[config.mk]
export PLATFORM = sky130hd
export DESIGN_NAME = wma_decim_fifo
export DESIGN_NICKNAME = d
export VERILOG_FILES = /design/src/rtl/wma_decim_fifo.sv
export SDC_FILE = /design/constraint.sdc
export NUM_CORES = 1
export LEC_CHECK = 0
export ABC_AREA = 0
export CAP_MARGIN = 20
export CORE_AREA = 2 2 61 63
export CTS_CLUSTER_SIZE = 25
export DETAILED_ROUTE_END_ITERATION = 8
export DIE_AREA = 0 0 63 65
export HOLD_SLACK_MARGIN = 0.05
export PLACE_DENSITY = 0.77
export SKIP_CTS_REPAIR_TIMING = 1
export SLEW_MARGIN = 20
export SYNTH_ARGS = -nofsm -noshare
export SYNTH_HDL_FRONTEND = slang
export SYNTH_SLANG_ARGS = --single-unit
[constraint.sdc]
create_clock -name clk -period 2.4 [get_ports clk]
set_input_delay 0.6 -clock clk [delete_from_list [all_inputs] [get_ports clk]]
set_output_delay 0.6 -clock clk [all_outputs]
set_load 0.01 [all_outputs]
[src/rtl/wma_decim_fifo.sv]
// wma_decim_fifo: drops the filter pipeline-fill samples, averages each group of
// DEC samples (integrate-and-dump), and buffers the averages in a small FIFO
// with a valid/ready output.
module wma_decim_fifo #(
    parameter int unsigned N     = 4,
    parameter int unsigned DEC   = 4,
    parameter int unsigned DEPTH = 4,
    parameter int unsigned FILL  = 3
) (
    input  logic                     clk,
    input  logic                     rst,
    input  logic                     clr,
    input  logic                     en,
    input  logic [N-1:0]             y_in,
    output logic [N-1:0]             m_data,
    output logic                     m_valid,
    input  logic                     m_ready,
    output logic [$clog2(DEPTH):0]   level,
    output logic                     ovf
);

    localparam int unsigned LOG2DEC = $clog2(DEC);
    localparam int unsigned AW      = N + LOG2DEC;
    localparam int unsigned PAW     = $clog2(DEPTH);
    localparam int unsigned PW      = PAW + 1;
    localparam int unsigned FW      = $clog2(FILL + 1);
    localparam int unsigned CW      = LOG2DEC;

    typedef enum logic {
        S_FILL = 1'b0,
        S_ACC  = 1'b1
    } state_t;

    state_t          state_q, state_d;
    logic [FW-1:0]   fill_q, fill_d;
    logic [CW-1:0]   cnt_q, cnt_d;
    logic [AW-1:0]   acc_q, acc_d;
    logic [PW-1:0]   wr_q, wr_d;
    logic [PW-1:0]   rd_q, rd_d;
    logic            ovf_q, ovf_d;
    logic [N-1:0]    mem_q [DEPTH];

    logic [AW-1:0]   sum;
    logic [N-1:0]    res;
    logic            res_push;
    logic            wr_en;
    logic            pop;
    logic            full;
    logic            empty;

    // FIFO status and head; full when pointer MSBs differ and the rest match
    always_comb begin
        empty   = (wr_q == rd_q);
        full    = (wr_q[PAW] != rd_q[PAW]) && (wr_q[PAW-1:0] == rd_q[PAW-1:0]);
        m_valid = !empty;
        m_data  = empty ? '0 : mem_q[rd_q[PAW-1:0]];
        level   = wr_q - rd_q;
        ovf     = ovf_q;
    end

    // Next state: fill/accumulate sequencing, pointer updates, overflow flag
    always_comb begin
        state_d  = state_q;
        fill_d   = fill_q;
        cnt_d    = cnt_q;
        acc_d    = acc_q;
        wr_d     = wr_q;
        rd_d     = rd_q;
        ovf_d    = ovf_q;
        res_push = 1'b0;
        wr_en    = 1'b0;
        sum      = acc_q + AW'(y_in);
        res      = N'(sum >> LOG2DEC);
        pop      = m_valid && m_ready;

        if (clr) begin
            state_d = S_FILL;
            fill_d  = '0;
            cnt_d   = '0;
            acc_d   = '0;
            wr_d    = '0;
            rd_d    = '0;
            ovf_d   = 1'b0;
        end else begin
            if (en) begin
                case (state_q)
                    S_FILL: begin
                        if (fill_q == FW'(FILL - 1)) begin
                            state_d = S_ACC;
                            fill_d  = '0;
                            cnt_d   = '0;
                            acc_d   = '0;
                        end else begin
                            fill_d = fill_q + FW'(1);
                        end
                    end
                    S_ACC: begin
                        if (cnt_q == CW'(DEC - 1)) begin
                            res_push = 1'b1;
                            acc_d    = '0;
                            cnt_d    = '0;
                        end else begin
                            acc_d = sum;
                            cnt_d = cnt_q + CW'(1);
                        end
                    end
                    default: state_d = S_FILL;
                endcase
            end

            if (pop) begin
                rd_d = rd_q + PW'(1);
            end

            // A pop in the same cycle frees the slot the push needs
            if (res_push) begin
                if (!full || pop) begin
                    wr_en = 1'b1;
                    wr_d  = wr_q + PW'(1);
                end else begin
                    ovf_d = 1'b1;
                end
            end
        end
    end

    // Control state registers
    always_ff @(posedge clk or posedge rst) begin
        if (rst) begin
            state_q <= S_FILL;
            fill_q  <= '0;
            cnt_q   <= '0;
            acc_q   <= '0;
            wr_q    <= '0;
            rd_q    <= '0;
            ovf_q   <= 1'b0;
        end else begin
            state_q <= state_d;
            fill_q  <= fill_d;
            cnt_q   <= cnt_d;
            acc_q   <= acc_d;
            wr_q    <= wr_d;
            rd_q    <= rd_d;
            ovf_q   <= ovf_d;
        end
    end

    // FIFO storage; cleared on reset so the head is never X
    always_ff @(posedge clk or posedge rst) begin
        if (rst) begin
            for (int i = 0; i < int'(DEPTH); i++) begin
                mem_q[i] <= '0;
            end
        end else if (wr_en) begin
            mem_q[wr_q[PAW-1:0]] <= res;
        end
    end

endmodule

==> results.toml <==
[status]
status = "finished clean"

[finish]
fill_cells = 290
postLayoutCellArea_um2 = 2240
nNetsFinal = 207
drive_gt1_share_pct = 28.1
antenna_cells = 0
syn2layout_area_growth_pct = 20.5
final_util_pct = 64.2

[floorplanning]
rows = 22
io_pins = 18
die-area_um2 = 4100
start_util_pct = 53.3
die_h_um = 65
fp.dieW_um = 63
core-area_um2 = 3500

[min_path]
min_to = "cnt_q[1]$_DFFE_PP0P_"
min_path_cells = 1
min_from = "cnt_q[1]$_DFFE_PP0P_"
hp-class = "flip-flop to flip-flop"

[setup_path]
r2r_start = "acc_q[0]$_DFFE_PP0P_"
rr_endpoint = "mem_q[6]$_DFFE_PP0P_"
critPathCaptureType = "output pin"
worst_ep_required_time_ps = 1800
cp_max_fo = 5
cp-start-kind = "flip-flop"
crit_start = "rd_q[1]$_DFFE_PP0P_"
r2r_cells = 6
worstSetupPathType = "flip-flop to output pin"
critPathArrivalTime_ps = 1680
ff2ff_setup_slack_ps = 450

[sta]
finalCriticalPeriod_ps = 2280
slew_headroom_pct = 71.4
finalSetupViolCount = 0
tightestPinTransition_ps = 427
finClkSkew_ps = 12.7
hold_viol_final = 0
rsz0062_at_grt = "true"
finalCritPeriodShare_pct = 94.8
fmax_mhz = 439
slew_viol_final = 0

[yosys]
ys_ff_latch = 34
synth_cells = 153
yosysSeqAreaShare_pct = 45.7
synth.net_count = 176
netlist_area_um2 = 1860
postSynthAreaPerCell_um2 = 12.2
yosys_warnings = 0
yosysUniqueCellTypes = 35
synth_top_area_cell = "dfrtp_1"
synth_top_area_share_pct = 45.7
synth.area.top_cells = "dfrtp_1 (46%), mux2_2 (9.7%), ha_1 (8.1%)"

[drt]
firstDrtPassIters = 4
wl_per_cell_um = 14.3
dr_total_vias = 1234
final_antenna_net_count = 0
wl_mm = 3.34
drc = 0
drtIter0Drc = 66
avgViaCountPerCell = 5.30

[run]
cap_violations = 0

[global_route]
overflow = 0
grt_max_degree = 35
grt.total_usage_pct = 18.5
grt_pass1_wl_mm = 5.89
antenna_found_initial = 0
grt_pass1_vias = 1278

[power_and_ir_drop]
power_per_cell_area_nw_per_um2 = 469
ir_worst_vdd_v = 0.000299
leakage_nw = 1.17

[clocking]
cts_buffers = 5
cts-root-buf = "clkbuf_4"
clkLatencyLatePin_ps = 330
clk_pin_slew_worst_paths_ps = 110
clock_sinks = 34
cts_tree = "built"
cts_max_level = 2
cts_buffer_depth = 2

[place]
gp_congestion = 0.746
post_dp_cell_area_um2 = 2130
post-dp-hpwl_mm = 2.47
io_buffers = 17
[power breakdown]
part | total [mW] | switching [mW] | internal (mW)
combinational | 0.0591 | 0.0337 | 0.0253
sequential | 0.579 | 0.00308 | 0.576
clock | 0.416 | 0.197 | 0.219
total | 1.05 | 0.234 | 0.820
[how the worst max path moves through the flow]
stage / endpoint / cells past startpoint
finish: m_data[3] / 8
global route: m_data[2] / 8
CTS: level[2] / 5
detailed placement: mem_q[6]$_DFFE_PP0P_ / 7
global placement: mem_q[6]$_DFFE_PP0P_ / 7
floorplan: mem_q[6]$_DFFE_PP0P_ / 6
[cells in the final DEF, fill, tap and decap left out, drive strengths merged, types with 3 or more instances in the layout]
cell type	instances
dfrtp	34
mux2	17
ha	12
buf	11
nor2	10
clkdlybuf4s50	10
a21oi	8
inv	8
clkbuf	8
xor2	7
nand3	7
nor2b	5
a22o	5
xnor2	4
mux4	4
nand2b	4
nand2	4
o211ai	3
dlymetal6s2s	3
o21ai	3
[state kept, by name (all words and copies together), names as in the netlist]
name and flops:
acc_q 6, wr_q 3, ovf 1, rd_q 3, cnt_q 2, state_q 1, mem_q 16, fill_q 2
[stage by stage]
stage | power (mW) | setup WS, ps | TNS [ps] | cells | hold WS, ps
6_report | 1.05 | 124 | 0 | 233 | 510
5_1_grt | 1.11 | -23.4 | -44.8 | 233 | 533
4_1_cts | 1.07 | -315 | -1890 | 230 | 509
3_5_place_dp | 0.650 | -207 | -1120 | 222 | 489
3_3_place_gp | 0.647 | -92.1 | -304 | 222 | 464
2_1_floorplan | 0.622 | 365 | 0 | 153 | 453
[area by class of cell]
type	instances	area (um2)	area share, %
multi-input combinational	108	985	43.9
sequential	34	851	37.9
timing repair buffer	27	236	10.5
tap	48	60.1	2.68
clock inverter	3	45.0	2.01
clock buffer	5	37.5	1.67
inverter	8	30.0	1.34
[cells in the mapped netlist]
| cell type | n |
|---|---|
| nand3b_1 | 1 |
| fa_1 | 2 |
| a31oi_1 | 1 |
| nor2b_1 | 5 |
| and3_1 | 1 |
| nand2b_2 | 1 |
| nand2b_1 | 3 |
| mux2_2 | 16 |
| mux4_2 | 4 |
| xnor2_1 | 4 |
| ha_1 | 12 |
| o21bai_1 | 1 |
| and2b_1 | 1 |
| nor3b_1 | 1 |
| a22o_1 | 5 |
| buf_2 | 1 |
| mux2_1 | 1 |
| o211ai_1 | 3 |
| and4b_1 | 2 |
| a21oi_1 | 8 |
| nand3_2 | 4 |
| inv_1 | 8 |
| xor2_1 | 6 |
| and4bb_2 | 1 |
| a21o_1 | 2 |
| xor2_2 | 1 |
| or3_1 | 1 |
| dfrtp_1 | 34 |
| nand2_1 | 4 |
| nand3_1 | 3 |
| o21ai_0 | 2 |
| nor2_1 | 10 |
| mux2i_1 | 1 |
| o21ai_1 | 1 |
| clkbuf_1 | 2 |
[metal layers]
layer  GRT usage [%]  routed length (um)  vias up
met5               0                   0        -
met2            31.9                1720       18
met1            23.1                1500      607
met4            7.50                  44        0
li1                -                   -      603
met3            3.13                  76        6
[kinds of logic after synthesis]
family	Yosys count	share of synthesized area [%]
AO/OA/AOI/OAI	23	8.06
XOR/XNOR	11	5.57
adder cells (fa/ha/maj)	14	10.2
buffers and inverters	11	2.28
flip-flops	34	45.7
multiplexers	22	15.6
AND/OR/NAND/NOR	38	12.6
[worst max-delay path, stage by stage (launching register included)]
cell and delay, ps:
dfrtp_1 390, buf_4 130, inv_1 50, ha_1 240
nand2_2 90, nor2_1 40, buf_4 160, nor2b_1 100
clkbuf_2 140
Note: power is estimated with default switching activity, not from simulation.
